**config.mk**
```make
export PLATFORM = sky130hd
export DESIGN_NAME = sine_rom_sequencer
export DESIGN_NICKNAME = d
export VERILOG_FILES = /design/src/rtl/sine_rom_sequencer.sv
export SDC_FILE = /design/constraint.sdc
export NUM_CORES = 1
export LEC_CHECK = 0
export ABC_CLOCK_PERIOD_IN_PS = 2550
export CAP_MARGIN = 20
export CORE_ASPECT_RATIO = 0.6
export CORE_MARGIN = 4
export CORE_UTILIZATION = 49
export CTS_CLUSTER_SIZE = 16
export DETAILED_ROUTE_END_ITERATION = 10
export PLACE_DENSITY = 0.82
export SYNTH_ARGS = -nofsm -noshare
export SYNTH_HDL_FRONTEND = slang
export SYNTH_SLANG_ARGS = --single-unit
export TNS_END_PERCENT = 5
```
**constraint.sdc**
```tcl
create_clock -name clk -period 2.55 [get_ports clk]
set_input_delay 0.3825 -clock clk [delete_from_list [all_inputs] [get_ports clk]]
set_output_delay 0.3825 -clock clk [all_outputs]
set_load 0.01 [all_outputs]
```
**src/rtl/sine_rom_sequencer.sv**
```systemverilog
// Phase-accumulator sequencer that reads a registered sine ROM and streams the
// samples out over a valid/ready interface, in counted bursts or continuously.
module sine_rom_sequencer #(
    parameter int WIDTH   = 32,
    parameter int DEPTH   = 64,
    parameter int PHASE_W = 16,
    parameter int CNT_W   = 16,
    localparam int AW     = $clog2(DEPTH)
) (
    input  logic               clk,
    input  logic               rst_n,
    input  logic               start,
    input  logic               stop,
    input  logic [PHASE_W-1:0] phase_init,
    input  logic [PHASE_W-1:0] step,
    input  logic [CNT_W-1:0]   count,
    output logic               rom_en,
    output logic [AW-1:0]      rom_addr,
    input  logic [WIDTH-1:0]   rom_data,
    output logic               sample_valid,
    input  logic               sample_ready,
    output logic [WIDTH-1:0]   sample_data,
    output logic               sample_last,
    output logic               busy,
    output logic               done,
    output logic [1:0]         dbg_state_o
);

    // Handshake: a sample transfers on any rising edge where sample_valid and
    // sample_ready are both high; sample_valid and sample_data stay stable
    // until that transfer (or until stop/reset discards the sample).

    typedef enum logic [1:0] {
        IDLE  = 2'd0,
        RUN   = 2'd1,
        DRAIN = 2'd2
    } state_t;

    state_t             state_q, state_d;
    logic [PHASE_W-1:0] phase_q, phase_d;
    logic [PHASE_W-1:0] step_q, step_d;
    logic [CNT_W-1:0]   count_q, count_d;
    logic [CNT_W-1:0]   issued_q, issued_d;
    logic               v1_q, v1_d;
    logic               last_q, last_d;
    logic               done_q, done_d;

    logic               handshake;
    logic               issue_is_last;

    assign rom_en        = (state_q == RUN) && (!v1_q || sample_ready);
    assign handshake     = v1_q && sample_ready;
    // count of zero means continuous: no read is ever the final one.
    assign issue_is_last = (count_q != '0) && ((issued_q + CNT_W'(1)) == count_q);

    always_ff @(posedge clk or negedge rst_n) begin
        if (!rst_n) begin
            state_q  <= IDLE;
            phase_q  <= '0;
            step_q   <= '0;
            count_q  <= '0;
            issued_q <= '0;
            v1_q     <= 1'b0;
            last_q   <= 1'b0;
            done_q   <= 1'b0;
        end else begin
            state_q  <= state_d;
            phase_q  <= phase_d;
            step_q   <= step_d;
            count_q  <= count_d;
            issued_q <= issued_d;
            v1_q     <= v1_d;
            last_q   <= last_d;
            done_q   <= done_d;
        end
    end

    always_comb begin
        state_d  = state_q;
        phase_d  = phase_q;
        step_d   = step_q;
        count_d  = count_q;
        issued_d = issued_q;
        v1_d     = v1_q;
        last_d   = last_q;
        done_d   = 1'b0;

        unique case (state_q)
            IDLE: begin
                if (start && !stop) begin
                    state_d  = RUN;
                    phase_d  = phase_init;
                    step_d   = step;
                    count_d  = count;
                    issued_d = '0;
                    v1_d     = 1'b0;
                    last_d   = 1'b0;
                end
            end
            RUN: begin
                if (stop) begin
                    state_d = IDLE;
                    v1_d    = 1'b0;
                    last_d  = 1'b0;
                end else if (rom_en) begin
                    // A read refills the output stage, so v1 stays set even if
                    // the previous sample is being accepted this same cycle.
                    phase_d  = phase_q + step_q;
                    issued_d = issued_q + CNT_W'(1);
                    v1_d     = 1'b1;
                    if (issue_is_last) begin
                        state_d = DRAIN;
                        last_d  = 1'b1;
                    end
                end else if (handshake) begin
                    v1_d = 1'b0;
                end
            end
            DRAIN: begin
                if (stop) begin
                    state_d = IDLE;
                    v1_d    = 1'b0;
                    last_d  = 1'b0;
                end else if (handshake) begin
                    state_d = IDLE;
                    v1_d    = 1'b0;
                    last_d  = 1'b0;
                    done_d  = 1'b1;
                end
            end
            default: begin
                state_d = IDLE;
                v1_d    = 1'b0;
                last_d  = 1'b0;
            end
        endcase
    end

    assign rom_addr     = phase_q[PHASE_W-1 -: AW];
    assign sample_valid = v1_q;
    assign sample_data  = rom_data;
    assign sample_last  = v1_q && last_q;
    assign busy         = (state_q != IDLE);
    assign done         = done_q;
    assign dbg_state_o  = state_q;

endmodule

```
# Yosys cells after proc, flatten, opt, wreduce, memory -nomap -nowiden
# Cells that the tools add are included.
[totals] regBits=69 input_bits=85 output_inout_bits=45 elab_cells=64
[op_classes] n_addsub=2 n_eq_ne=9 muxes=30 reduce_logical=15
[op_table] cell="16-bit two-way mux" n=6
[op_table] cell="16-bit one-hot mux with 2 select lines" n=2
[op_table] cell="16-bit by 1-bit adder with 16-bit output (second input constant)" n=1
[op_table] cell="16-bit adder" n=1
[op_table] cell="16-bit equality test" n=1
[op_table] cell="16-bit nonzero test" n=1
[op_table] cell="1-bit two-way mux" n=13
[op_table] cell="2-bit two-way mux" n=6
[op_table] cell="3-bit != test (second input constant)" n=3
[op_table] cell="4-bit AND reduction" n=2
[op_table] cell="2-bit != test (second input constant)" n=3
[op_table] cell="1-bit one-hot mux with 3 select lines" n=2
[op_table] cell="2-bit one-hot mux with 3 select lines" n=1
[op_table] cell="1-bit logical AND" n=5
[op_table] cell="2-bit nonzero test" n=2
[op_table] cell="2-bit by 1-bit equality test with 1-bit output (second input constant)" n=1
[op_table] cell="2-bit equality test (second input constant)" n=1
[op_table] cell="1-bit zero test" n=2
[op_table] cell="2-bit zero test" n=1
[op_table] cell="2-bit AND reduction" n=1
[op_table] cell="1-bit logical OR" n=1

# Depth between registers and ports, before layout
[logic_depth] ltp_word=7 mapped_depth=10 ltp_nobuf=10

# Least setup slack after synthesis
# No wires, ideal clock.
[synth_timing] path_kind="flip-flop to flip-flop" from="reg issued_q[0]" to="reg state_q[0] (netlist: dbg_state_o[0])" setup_time_ns=0.079 arrival_ns=2.202 required_time_ns=2.471 path_slack_ns=0.269 path_stages_with_launch=8 n_path_buf=0 synth_period_minus_slack_ns=2.281 path_cell_list="dfrtp_1 > ha_1 > nand3_4 > or4_4 > xnor2_1 > nand4_1 > o41ai_2 > mux2i_1"
[synth_via] elab_chain_cells=5
[synth_lines] element="from (decl)" line="43" source="logic [CNT_W-1:0] issued_q, issued_d;"
[synth_lines] element="from (signal assigned)" line="71" source="issued_q <= issued_d;"
[synth_lines] element="16-bit by 1-bit adder with 16-bit output" line="54" source="assign issue_is_last = (count_q != '0) && ((issued_q + CNT_W'(1)) == count_q);"
[synth_lines] element="16-bit equality test" line="54"
[synth_lines] element="1-bit logical AND" line="54"
[synth_lines] element="3-bit != test (no source line)"
[synth_lines] element="4-bit AND reduction (no source line)"
[synth_lines] element="to (signal assigned)" line="67" source="state_q <= state_d;"
[synth_lines] element="to (decl)" line="39" source="state_t state_q, state_d;"
# Every way passes these cells.
# A chain may end at the register's enable or synchronous reset.

# Worst setup path after layout
# Ends and elaborated chain as after synthesis.

==> out/metrics.csv <==
metric,value,unit
leakage,2.28,nW
CTS tree,yes,
Setup Buffers After CTS,0,
crit path to,dbg_state_o[0],
Mapped Cells,486,
vias per inst,5.60,
Initial Utilization,50.3,%
Final Hold Viols,0,
ys async rst share,100,%
crit path launch type,flop,
die extent in y,83.1,um
chip width,133,um
R2R cell count,7,
total track usage,20.7,%
Hold WS,0.0309,ns
Core ar.,9160,sq um
Tightest Hold Check Type,input pin to asynchronous set/reset pin,
CP startpoint,issued_q[0],
Area Overhead vs Synth,18.8,%
headroom to the max-slew limit,68.9,%
outcome,"finished, final reports clean",
DRC Markers,0,
Hold Buf Count CTS,0,
synthesized cell area,4600,sq um
num rows,27,
clock transition at the registers of the reported paths,0.06,ns
number of flops mapped to enable cells by yosys,0,
Placer Congestion,0.988,
layout cell share with drive strength beyond 1,16.1,%
drt pass-1 iters,5,
CTS sink cnt,69,
RSZ-0062 raised after global routing,true,
post-route antenna net violation count,0,
Synth cell types,59,
post-layout util,59.7,%
total grt overflow,0,
crit-path cells,ha_2 > nand3_4 > or4_4 > xnor2_1 > nand4_1 > o41ai_2 > mux2i_1,
final wirelength,11000,um
first-pass GRT wire length,18300,um
DRT iter0 DRCs,420,
Nets,623,
DP HPWL,8170,um
Top Ports,130,
Skew-Pair Late Insertion Delay,0.34,ns
fin crit share,96.2,%
ANT cells,0,
minimum clock period,2.45,ns
crit end category,flop,
launching point of the worst reg2reg path,issued_q[0],
PortBufs,65,
Max Slew Vio Count,0,
Routed WL per cell,16.8,um
initial antenna violation count,0,
total die area,11100,sq um
Synth Flop Type,dfrtp_1,
clock root buffer,clkbuf_16,
Synth Register Bits,69,
crit-path max cell delay,0.55,ns
Required @ worst endpoint,2.81,ns
R2R setup slack,0.1,ns
Syn. warnings,0,
pwr/cell area,1240,nW/um^2
Setup Skew,0.00396,ns
TNS Setup,0,ns
crit path DAT,2.71,ns
Mean Syn Cell Area,9.47,sq um
DR vias,3657,
Worst Tran Pin Value,0.461,ns
crit path max-delay cell type,or4_4,
vias in the first global route,3585,
max_cap viols,0,
syn nets,591,
number of CTS-inserted buffers,9,
fillers,786,
largest net degree at the start of global routing,70,
Final setup viols,0,
sequential-to-total area share from yosys stat,37.5,%
H-tree depth,3,
Reg2Reg Capture Point,dbg_state_o[0],
kind of critical path,flop to flop,
clock buffer depth,2,
Max Freq,0.408,GHz
Crit Path Max Fanout,9,
Final Total Pwr,6.80,mW
maximum vdd ir drop,0.530,mV
layout make-up:
class                      count  area, sq um  area share (%)
multi-input combinational    345         2440            44.6
sequential                    69         1730            31.6
timing repair buffer          81          791            14.5
clock buffer                   9          225            4.12
tap                          130          163            2.98
clock inverter                 7         75.1            1.37
inverter                      12         46.3           0.847
state kept, by name, indices dropped and copies added, names as in the netlist:
signal	flops
issued_q	16
last_q	1
phase_q	16
sample_valid	1
count_q	16
done	1
dbg_state_o	2
step_q	16
per-stage QoR:
step | instance area [sq um] | setup slack, ns | std cells
global placement | 5140 | 0.0898 | 637
detailed placement | 5140 | -0.0302 | 637
floorplan | 4600 | 0.269 | 486
global route | 5470 | -0.0222 | 653
finish | 5470 | 0.0964 | 653
CTS | 5440 | 0.00198 | 653
cells in the final DEF (no fill, tap or decap), types with 3 or more instances in the layout:
cell type,instances
a21o_1,3
a21oi_1,20
a31oi_1,6
and3_1,5
buf_4,14
clkbuf_16,9
clkdlybuf4s50_1,64
clkinvlp_4,3
dfrtp_1,68
ha_1,18
inv_1,11
mux2_2,33
mux2i_1,13
nand2_1,53
nand3_1,10
nand4_1,8
nor2_1,30
nor2b_1,4
nor3_1,12
nor4_1,5
o211ai_1,4
o21a_1,8
o21ai_0,31
o31ai_1,7
o41ai_1,3
or3_1,3
xnor2_1,21
xor2_1,9
critical path: cells and delay by family, from the launching register on:
family | cells | cell delay [ns]
AND/OR/NAND/NOR | 3 | 0.89
flip-flops | 1 | 0.41
AO/OA/AOI/OAI | 1 | 0.38
adder cells (fa/ha/maj) | 1 | 0.26
multiplexers | 1 | 0.24
XOR/XNOR | 1 | 0.19
per-layer routing:
| metal | wire length (um) | vias up | track usage (%) |
|---|---|---|---|
| met5 | 0 | - | 0 |
| met4 | 146 | 0 | 7.00 |
| met3 | 873 | 17 | 6.66 |
| met2 | 4430 | 149 | 27.5 |
| met1 | 5550 | 1736 | 31.2 |
| li1 | - | 1755 | - |
logic make-up (layout without fill, tap and decap cells):
group | after synthesis | count (layout) | synth area share, %
multiplexers | 46 | 46 | 10.9
buffers and inverters | 72 | 109 | 10.0
adder cells (fa/ha/maj) | 21 | 21 | 5.82
AND/OR/NAND/NOR | 151 | 151 | 16.6
XOR/XNOR | 30 | 30 | 5.71
flip-flops | 69 | 69 | 37.5
AO/OA/AOI/OAI | 97 | 97 | 13.5
power by group:
group / internal, mW / switching [mW]
logic: 1.70 / 1.88
clock network: 0.759 / 0.495
registers: 1.53 / 0.431
cells in the mapped netlist (4+ instances only):
master	n	share of area (%)
buf_4	40	6.5
nand3_1	10	1.1
a21oi_1	20	2.2
xnor2_1	21	4.0
xor2_1	9	1.7
inv_1	11	0.90
o21ai_0	31	3.4
ha_1	19	5.2
a31oi_1	7	0.95
nor2_1	31	2.5
dfrtp_1	69	38
mux2_2	33	8.1
nor2b_1	4	0.54
o31ai_1	7	1.1
clkbuf_1	13	1.1
nor4_1	5	0.68
nand2_1	53	4.3
buf_6	4	0.98
o211ai_1	4	0.65
and3_1	5	0.68
nand4_1	8	1.1
o21a_1	8	1.3
mux2i_1	13	2.8
nor3_1	12	1.3
how the worst min path moves through the flow:
| stage | startpoint | cells after the start | endpoint |
|---|---|---|---|
| after global routing | rst_n | 2 | done |
| after CTS | rst_n | 2 | done |
| final | rst_n | 2 | done |
| after detailed placement | rst_n | 2 | done |
| after global placement | rst_n | 2 | done |
| after floorplan | rst_n | 0 | count_q[0] |
timing repair:
item / CTS / global route
endpoints found under the setup margin: 2 / 6
gates resized for setup: 2 / 6
pin swaps: 0 / 3
(Power assumes the default switching activity.)
